### src/rtl/sipo_pkg.sv
// Shared types for the serial-in/parallel-out deserialiser.
// The PARITY state is only present when SIPO_DESER_PARITY_EN is defined.
package sipo_pkg;

    localparam int SIPO_WIDTH_DEF = 4;

`ifdef SIPO_DESER_PARITY_EN
    typedef enum logic [1:0] {IDLE, SHIFT, PARITY} sipo_state_t;
`else
    typedef enum logic [1:0] {IDLE, SHIFT} sipo_state_t;
`endif

endpackage

### src/rtl/sipo_deser.sv
// Deserialises framed bit beats into WIDTH-bit words; optional even parity via SIPO_DESER_PARITY_EN.
// Latency: q/q_valid one cycle after the frame-completing beat (data or parity beat).
// Backpressure: none; idle strobe cycles hold state indefinitely, frame_start mid-frame aborts and restarts.
module sipo_deser
    import sipo_pkg::*;
#(
    parameter int WIDTH     = SIPO_WIDTH_DEF,
    parameter bit MSB_FIRST = 1'b1
) (
    input  logic             clk,
    input  logic             rst_n,
    input  logic             sin,
    input  logic             sin_valid,
    input  logic             frame_start,
    output logic [WIDTH-1:0] q,
    output logic             q_valid,
    output logic             busy,
    output logic             frame_err,
    output logic             par_err
);

    localparam int CW = $clog2(WIDTH + 2);

    sipo_state_t      state, state_nxt;
    logic [CW-1:0]    cnt, cnt_nxt;
    logic [WIDTH-1:0] sreg, sreg_nxt, q_nxt;
    logic [WIDTH-1:0] shifted, fresh;
    logic             q_valid_nxt, frame_err_nxt;
`ifdef SIPO_DESER_PARITY_EN
    logic             par_err_nxt;
`endif

    // Shift direction decides whether the first beat ends up in the MSB or the LSB.
    always_comb begin
        if (MSB_FIRST) begin
            shifted = {sreg[WIDTH-2:0], sin};
            fresh   = {{(WIDTH-1){1'b0}}, sin};
        end else begin
            shifted = {sin, sreg[WIDTH-1:1]};
            fresh   = {sin, {(WIDTH-1){1'b0}}};
        end
    end

    always_comb begin
        state_nxt     = state;
        cnt_nxt       = cnt;
        sreg_nxt      = sreg;
        q_nxt         = q;
        q_valid_nxt   = 1'b0;
        frame_err_nxt = 1'b0;
`ifdef SIPO_DESER_PARITY_EN
        par_err_nxt   = 1'b0;
`endif
        if (sin_valid && frame_start && state != IDLE) begin
            frame_err_nxt = 1'b1;
            sreg_nxt      = fresh;
            cnt_nxt       = CW'(1);
            state_nxt     = SHIFT;
        end else if (sin_valid) begin
            case (state)
                IDLE: begin
                    if (frame_start) begin
                        sreg_nxt  = fresh;
                        cnt_nxt   = CW'(1);
                        state_nxt = SHIFT;
                    end
                end
                SHIFT: begin
                    sreg_nxt = shifted;
                    cnt_nxt  = cnt + 1'b1;
                    if (cnt == CW'(WIDTH - 1)) begin
`ifdef SIPO_DESER_PARITY_EN
                        state_nxt = PARITY;
`else
                        q_nxt       = shifted;
                        q_valid_nxt = 1'b1;
                        cnt_nxt     = '0;
                        state_nxt   = IDLE;
`endif
                    end
                end
`ifdef SIPO_DESER_PARITY_EN
                PARITY: begin
                    if (sin == ^sreg) begin
                        q_nxt       = sreg;
                        q_valid_nxt = 1'b1;
                    end else begin
                        par_err_nxt = 1'b1;
                    end
                    cnt_nxt   = '0;
                    state_nxt = IDLE;
                end
`endif
                default: state_nxt = IDLE;
            endcase
        end
    end

    always_ff @(posedge clk) begin
        if (!rst_n) begin
            state     <= IDLE;
            cnt       <= '0;
            sreg      <= '0;
            q         <= '0;
            q_valid   <= 1'b0;
            frame_err <= 1'b0;
        end else begin
            state     <= state_nxt;
            cnt       <= cnt_nxt;
            sreg      <= sreg_nxt;
            q         <= q_nxt;
            q_valid   <= q_valid_nxt;
            frame_err <= frame_err_nxt;
        end
    end

`ifdef SIPO_DESER_PARITY_EN
    always_ff @(posedge clk) begin
        if (!rst_n) par_err <= 1'b0;
        else        par_err <= par_err_nxt;
    end
`else
    assign par_err = 1'b0;
`endif

    assign busy = (state != IDLE);

endmodule

### config.mk
export PLATFORM = sky130hd
export DESIGN_NAME = sipo_deser
export DESIGN_NICKNAME = d
export VERILOG_FILES = /design/src/rtl/sipo_pkg.sv /design/src/rtl/sipo_deser.sv
export SDC_FILE = /design/constraint.sdc
export NUM_CORES = 1
export LEC_CHECK = 0
export CAP_MARGIN = 20
export CORE_MARGIN = 4
export CORE_UTILIZATION = 40
export CTS_CLUSTER_DIAMETER = 120
export DETAILED_ROUTE_END_ITERATION = 16
export PLACE_DENSITY = 0.71
export SLEW_MARGIN = 20
export SYNTH_ARGS = -nofsm -noshare
export SYNTH_HDL_FRONTEND = slang
export SYNTH_SLANG_ARGS = --single-unit
### constraint.sdc
create_clock -name clk -period 1 [get_ports clk]
set_input_delay 0.1 -clock clk [delete_from_list [all_inputs] [get_ports clk]]
set_output_delay 0.1 -clock clk [all_outputs]
set_load 0.05 [all_outputs]
### Word-level counts from Yosys, hierarchy flattened

Cells that the tools add are included.

* bits in registers: 14
* bits of input ports: 5
* output and inout port bits: 8
* word-level logic and storage cells: 50

* $add $sub $neg: 1
* equal/unequal tests: 6
* mux-type cells: 16
* bitwise logic cells: 4
* reductions and logical operators: 14

Operator list (number)
* 3-bit case mux with 2 select lines: 2
* 3-bit AND reduction: 4
* 3-bit two-way mux: 3
* 1-bit two-way mux: 8
* 3-bit != test (second input constant): 2
* 2-bit nonzero test: 3
* 2-bit two-way mux: 2
* 2-bit != test (second input constant): 2
* 1-bit inverter: 4
* 2-bit case mux with 2 select lines: 1
* 4-bit AND reduction: 1
* 4-bit OR reduction: 1
* 3-bit by 1-bit adder with 3-bit output (second input constant): 1
* 3-bit by 2-bit == test with 1-bit output (second input constant): 1
* 3-bit nonzero test: 1
* 2-bit by 1-bit == test with 1-bit output (second input constant): 1
* 1-bit logical AND: 2
* 2-bit zero test: 1
* 2-bit OR reduction: 1

### Longest topological paths before layout

Gate-level depths: netlist of the first run.

* depth after elaboration: 5
* depth in mapped cells: 4
* depth with buffers taken out: 4

### Worst setup path before layout of the first run

OpenSTA, ideal clock, no wires.

* path type: register to register
* from: reg state[0]
* to: reg q[0]
* library setup time: 0.072 ns
* arrival time: 1.354 ns
* required time: 0.928 ns
* setup slack: -0.426 ns
* stages on the path, launching flop included: 4
* buffers on the path: 0
* period minus slack after synthesis: 1.426 ns
* cells stage by stage: dfxtp_1 -> nand2_2 -> nor3_4 -> mux2i_1

* cells in the longest elaborated chain, start to end: 4
* elaborated cells between the ends (all ways): 5
* classes of those cells: eq/ne: 1; bitwise: 1; reduce/logical: 3

RTL lines
* from (decl): line sipo_deser.sv:24 `sipo_state_t state, state_nxt;`
* from (signal assigned): line sipo_deser.sv:108 `state <= state_nxt;`
* 2-bit nonzero test: line sipo_deser.sv:54 `if (sin_valid && frame_start && state != IDLE) begin`
* 1-bit logical AND: line sipo_deser.sv:54
* 1-bit inverter (no line)
* 4-bit AND reduction (no line) (*)
* to (signal assigned): line sipo_deser.sv:111 `q <= q_nxt;`
* to (decl): line sipo_deser.sv:15 `output logic [WIDTH-1:0] q,`

Every way passes the cells marked *; elsewhere a longest branch is shown, timed or not.
A chain may end at the register's enable or synchronous reset.

### Final worst setup path of the first run

* from: reg cnt[1]
* to: reg q[3]

* cells in the longest elaborated chain, start to end: 2

RTL lines
* from (decl): line sipo_deser.sv:25 `logic [CW-1:0] cnt, cnt_nxt;`
* from (signal assigned): line sipo_deser.sv:109 `cnt <= cnt_nxt;`
* 3-bit by 2-bit == test with 1-bit output: line sipo_deser.sv:71 `if (cnt == CW'(WIDTH - 1)) begin`
* 4-bit AND reduction (no line)

Every way passes these cells.

==> metrics.txt, run 1 <==
Power per Cell Area 1110 mW/mm2; worst-case vdd ir drop 0.000996 V; max-capacitance violation count 0; die boundary height 45.5 um; Worst-Skew Late Latency 0.27 ns; instance count of the mapped netlist 59; most frequent cells after synthesis dfxtp_1 (13), nand2_1 (12), mux2i_1 (5); Sw Ratio 0.245; ratio of cells with drive above 1 in the final layout 0.383; library cell with the largest summed area after synthesis dfxtp_1; unrepaired setup endpoints after global routing true; number of register bits inferred by synthesis 13; maximum net fanout on the critical path 5; vias in the first global route 472; Avg Inst Size Synth 9.52 um2; Worst EP required 1.20 ns; outcome finished, violations left; share of the synthesized area in the top cell type 0.463; async set-reset flop share out of synthesis 0; crit-path cells ha_4 -> nand2b_4 -> nor3_4 -> mux2i_1; Antenna Nets Post-Route 0; wire length of the first global-routing pass 1980 um; number of top-level design ports 13; minimum clock period after layout 1.13 ns; clock transition at the register clock pins on the worst setup and hold paths after CTS 0.07 ns; DRC errors left 0; Worst setup EP type flip-flop; Synthesis Warnings 0; total net switching power 247 uW; Hold Violations, Final 0; period utilisation layout 1.13; maximum cell stage delay along the critical path 0.35 ns; classification of the worst-slack hold path input port to flip-flop; via/cell ratio 4.80; leakage component of the power 0.383 nW; most numerous cell in the Yosys netlist dfxtp_1; count of unique library cells instantiated by Yosys 25; overflow left after global routing 0; area enclosed by the die boundary 0.00207 mm2; logic gate share of total power 0.154; clk sink count 13; final weighted congestion of routability-driven global placement 0.769; Max stage delay cell, worst path dfxtp_2; CTS max path bufs 2; main area contributors after synthesis dfxtp_1 (46%), mux2i_1 (8.9%), nand2_1 (8.0%); maximum number of pins on one net before global-route repair 19; quantity of I/O buffers inserted on ports 11; antenna violations before repair 0; DR iter-0 viols 6; Clock Skew 0.00218 ns; cell area after synthesis 562 um2; area grow syn2layout 62.6%; total global routing track utilization 0.136; Fin Setup TNS -0.845 ns; worst setup path class flip-flop to flip-flop; std cell rows 13; initial core utilization 0.426; Setup WS post-layout -0.132 ns; number of optimization iterations in the first detailed-route pass 4; Seq/Total Area, Yosys 0.463; Net Count, Synth 65; achievable clock frequency 883 MHz; minimum setup slack after placement -0.323 ns; TritonCTS buffer count 3; Final Hold Slack 0.240 ns; number of diodes added for antenna fixing 0; sequential group share of total power 0.536; Final Routed Wirelength 1170 um; # H-tree levels 1; final-report max-slew violation count 0; clock tree root buffer cell clkbuf_4; violations in the final reports setup timing; clock tree from TritonCTS done; P_int 763 uW; setup slack of the most critical reg-to-reg path -0.13 ns; final number of setup-violating endpoints 9; Data arrival, critical path 1.34 ns; number of enable-type register cells in the synthesized netlist 0; number of nets in the layout 88; width of the chip 45.5 um; Std-Cell Core Area 0.00132 mm2; Critical Path Source Type flip-flop; wire per inst 12.2 um; half-perimeter wire length after detailed placement 804 um; ys flop type dfxtp_1; Clk pwr share 0.310; via count 461
==> logic make-up after synthesis <==
| kind of cell | count (synthesis) | share of synthesized area |
|---|---|---|
| AO/OA/AOI/OAI | 10 | 0.120 |
| flip-flops | 13 | 0.463 |
| other | 1 | 0.00668 |
| buffers and inverters | 5 | 0.0535 |
| adder cells (fa/ha/maj) | 1 | 0.0223 |
| AND/OR/NAND/NOR | 24 | 0.245 |
| multiplexers | 5 | 0.0891 |
==> critical path: cells and delay by family (launching register included) <==
family	cells	cell delay, ns
adders and majority gates	1	0.16
and+or+nand+nor	2	0.32
DFF	1	0.35
muxes	1	0.22
==> sequential cells by signal, summed over array words and instances (netlist names) <==
signal / cells
frame_err: 1
q_valid: 1
state: 1
cnt: 3
q: 4
sreg: 3
==> power by group through the flow <==
stage          combinational [mW]  clock (mW)  sequential (mW)
2_1_floorplan              0.0557           0            0.561
3_3_place_gp                0.135           0            0.550
3_5_place_dp                0.138           0            0.550
4_1_cts                     0.148       0.325            0.540
5_1_grt                     0.167       0.364            0.543
6_report                    0.156       0.313            0.541
==> through the flow <==
step           cell area (um2)   util  total power [mW]  std cells
6_report                   913  0.693              1.01         96
5_1_grt                    913  0.693              1.07         96
4_1_cts                    877  0.666              1.01         95
3_5_place_dp               820  0.622             0.688         89
3_3_place_gp               820  0.622             0.685         89
2_1_floorplan              578      -             0.617         59
==> repair_timing <==
item                       in CTS  in global routing
hold buffers                    0                  0
setup endpoints to repair      10                 12
pin swaps                       3                  2
setup buffers                   2                  1
gates resized for setup         7                  7
gates cloned                    0                  0
==> area by class of cell <==
cell class | count | area, um2
fill | 84 | 404
multi-input combinational | 41 | 310
timing repair buffer | 21 | 284
sequential | 13 | 267
clock buffer | 4 | 26.3
tap | 15 | 18.8
inverter | 2 | 7.51
==> final timing paths <==
check             from     end  depth (start not counted)
min          sin_valid  cnt[0]                          4
min reg2reg     cnt[2]  cnt[2]                          2
max reg2reg     cnt[1]    q[3]                          4
max             cnt[1]    q[3]                          4
==> placed cells by master (no fill, tap or decap), types with 2 or more instances in the layout <==
master            n
buf_6             3
nor2b_1           3
clkdlybuf4s50_1   2
mux2i_1           5
dlymetal6s2s_1    2
nand2_1          12
a21boi_1          2
buf_4             6
dfxtp_2           2
dfxtp_1          10
buf_12            8
inv_1             2
clkbuf_4          3
==> layer usage <==
layer  global-route usage  part of all wire  vias up
li1                     -                 -      241
met1                0.152              0.42      207
met2                0.214              0.51       11
met3               0.0751             0.058        2
met4               0.0526            0.0094        0
met5                    0                 0        -
Note: power is estimated with default switching activity, not from simulation.
==> run 2, diff against run 1 <==
- CAP_MARGIN: 20 -> default
- CORE_UTILIZATION: 40 -> 41
- PLACE_DENSITY: 0.71 -> 0.72
==> run 2 against run 1 <==
Effect of this change:
- the flow still finishes with violations (setup timing)
- clock power rose by 6%
- sequential share of layout area rose by 0.080 points
- sequential power barely moved
- non-clock buffer count did not move
- final cell count did not move
- utilization rose by 0.67 points
- largest cell class unchanged
- setup slack improved by 0.0090 ns
- die area fell by 2.0%
- clock-buffer cell count did not move
- first-iteration DRC count rose by 83%
==> metrics.txt, run 2 (same netlist as run 1, synthesis figures left out) <==
clk sink count 13 (unchanged); wire length of the first global-routing pass 1830 um (-7.7%); wire per inst 12.1 um (-0.85%); maximum net fanout on the critical path 5 (unchanged); half-perimeter wire length after detailed placement 805 um (+0.14%); leakage component of the power 0.372 nW (-3.1%); vias in the first global route 441 (-6.6%); worst setup path class flip-flop to flip-flop; ratio of cells with drive above 1 in the final layout 0.395 (+0.0123); maximum number of pins on one net before global-route repair 13 (-6); quantity of I/O buffers inserted on ports 11 (unchanged); final weighted congestion of routability-driven global placement 0.710 (-7.8%); TritonCTS buffer count 3 (unchanged); end point of the worst hold path cnt[0]; period utilisation layout 1.12 (-0.00900); minimum setup slack after placement -0.341 ns (-0.0184 ns); Setup WS post-layout -0.123 ns (+0.00900 ns); most frequent cells in the layout nand2_1 (12), dfxtp_1 (10), buf_12 (7), buf_4 (7), mux2i_1 (5); unrepaired setup endpoints after global routing true; number of top-level design ports 13 (unchanged); Antenna Nets Post-Route 0 (unchanged); Hold Violations, Final 0 (unchanged); Crit Reg-Reg Startpoint cnt[1]; die boundary height 45.0 um (-1.0%); width of the chip 45.0 um (-1.0%); clock tree from TritonCTS done; Data arrival, critical path 1.33 ns (about the same); Hold Path Origin sin_valid; violations in the final reports setup timing; number of optimization iterations in the first detailed-route pass 3 (-1); Fin Setup TNS -0.613 ns (+0.233 ns); Final Routed Wirelength 1160 um (-0.85%); Worst EP required 1.21 ns (about the same); final number of setup-violating endpoints 10 (+1); Power per Cell Area 1130 mW/mm2 (+2.7%); Clock Skew 0.00397 ns (+0.00179 ns); area enclosed by the die boundary 0.00203 mm2 (-2.0%); worst reg2reg endpoint q[3]; via/cell ratio 5.00 (+4.1%); area grow syn2layout 62.1%; total global routing track utilization 0.126 (-0.0107); number of diodes added for antenna fixing 0 (unchanged); largest registers in the final layout q (4), cnt (3), sreg (3); std cell rows 13 (unchanged); fill cell instance count of the final layout 94 (+12%); clock tree root buffer cell clkbuf_4; via count 480 (+4.1%); cells on worst reg2reg path 4 (unchanged); # H-tree levels 1 (unchanged); Final Hold Slack 0.217 ns (-0.0228 ns); Hold Crit Depth 4 (unchanged); outcome finished, violations left; classification of the worst-slack hold path input port to flip-flop; initial core utilization 0.432 (+0.00533); number of nets in the layout 88 (unchanged); overflow left after global routing 0 (unchanged); Worst setup EP type flip-flop; achievable clock frequency 891 MHz (+0.80%); max-capacitance violation count 0 (unchanged); CTS max path bufs 2 (unchanged); DR iter-0 viols 11 (+5); register bank with the most flops q; antenna violations before repair 0 (unchanged); DRC errors left 0 (unchanged); worst-case vdd ir drop 0.000643 V (-35%); commonest non-fill, non-tap cell in the layout nand2_1; hold-fix buffer count after cts 0 (unchanged); flip-flop count of the largest register after layout 4 (unchanged); Critical Path Source Type flip-flop; minimum clock period after layout 1.12 ns (-0.00900 ns); Std-Cell Core Area 0.00130 mm2 (-1.2%); setup slack of the most critical reg-to-reg path -0.12 ns (about the same); final-report max-slew violation count 0 (unchanged); clock transition at the register clock pins on the worst setup and hold paths after CTS 0.08 ns (about the same); Worst-Skew Late Latency 0.28 ns (about the same)
-- run 2: cell types whose count changed in the layout (fill, tap and decap cells not counted) --
cell | previous run | this run
buf_4 | 6 | 7
dlymetal6s2s_1 | 2 | 1
dlygate4sd2_1 | 0 | 1
a31oi_1 | 1 | 0
a31oi_4 | 0 | 1
a21oi_2 | 0 | 1
a22oi_1 | 1 | 2
a22oi_2 | 1 | 0
buf_12 | 8 | 7
a21oi_1 | 1 | 0
-- run 2: per-layer routing --
metal,track usage,share of wire,vias to the layer above
met4,0.0702,0.0095,0
met5,0,0,-
met2,0.178,0.45,12
li1,-,-,240
met1,0.169,0.50,226
met3,0.0359,0.046,2
-- run 2: power breakdown --
group          internal [mW]  switching, mW
combinational         0.0813         0.0785
sequential             0.528         0.0139
clock                  0.155          0.178
total                  0.764          0.270
-- run 2: how the worst max path moves through the flow --
stage                      startpoint  endpoint  slack, ns  cells past startpoint
after global routing           cnt[1]      q[2]      -0.22                      4
after floorplan              state[0]      q[0]      -0.09                      3
after global placement    frame_start      q[2]      -0.31                      3
after CTS                      cnt[1]      q[2]      -0.13                      4
final                          cnt[1]      q[3]      -0.12                      4
after detailed placement  frame_start   sreg[1]      -0.34                      4
-- run 2: through the flow --
| stage | utilization | std cells | cell area, um2 | power, mW |
|---|---|---|---|---|
| CTS | 0.663 | 95 | 863 | 1.01 |
| finish | 0.700 | 96 | 911 | 1.03 |
| floorplan | - | 59 | 578 | 0.617 |
| global route | 0.700 | 96 | 911 | 1.07 |
| detailed placement | 0.620 | 89 | 807 | 0.682 |
| global placement | 0.620 | 89 | 807 | 0.678 |
-- run 2: layout make-up --
cell class / instances / area, um2 / share of cell area
Sequential cell: 13 / 267 / 0.293
Clock buffer: 4 / 26.3 / 0.0288
Inverter: 2 / 7.51 / 0.00824
Multi-Input combinational cell: 41 / 324 / 0.356
Tap cell: 15 / 18.8 / 0.0206
Timing Repair Buffer: 21 / 268 / 0.294
-- run 2: what timing repair did --
item                                    in CTS  in global routing
endpoints found under the setup margin      12                 12
pin swaps                                    3                  3
gates resized for setup                      8                  9
buffers inserted                             2                  3
-- run 2: worst max-delay path, cell delays in order (launching register included) --
cell,delay [ns]
dfxtp_2,0.36
ha_4,0.15
nand2b_4,0.06
nor3_4,0.25
mux2i_1,0.23
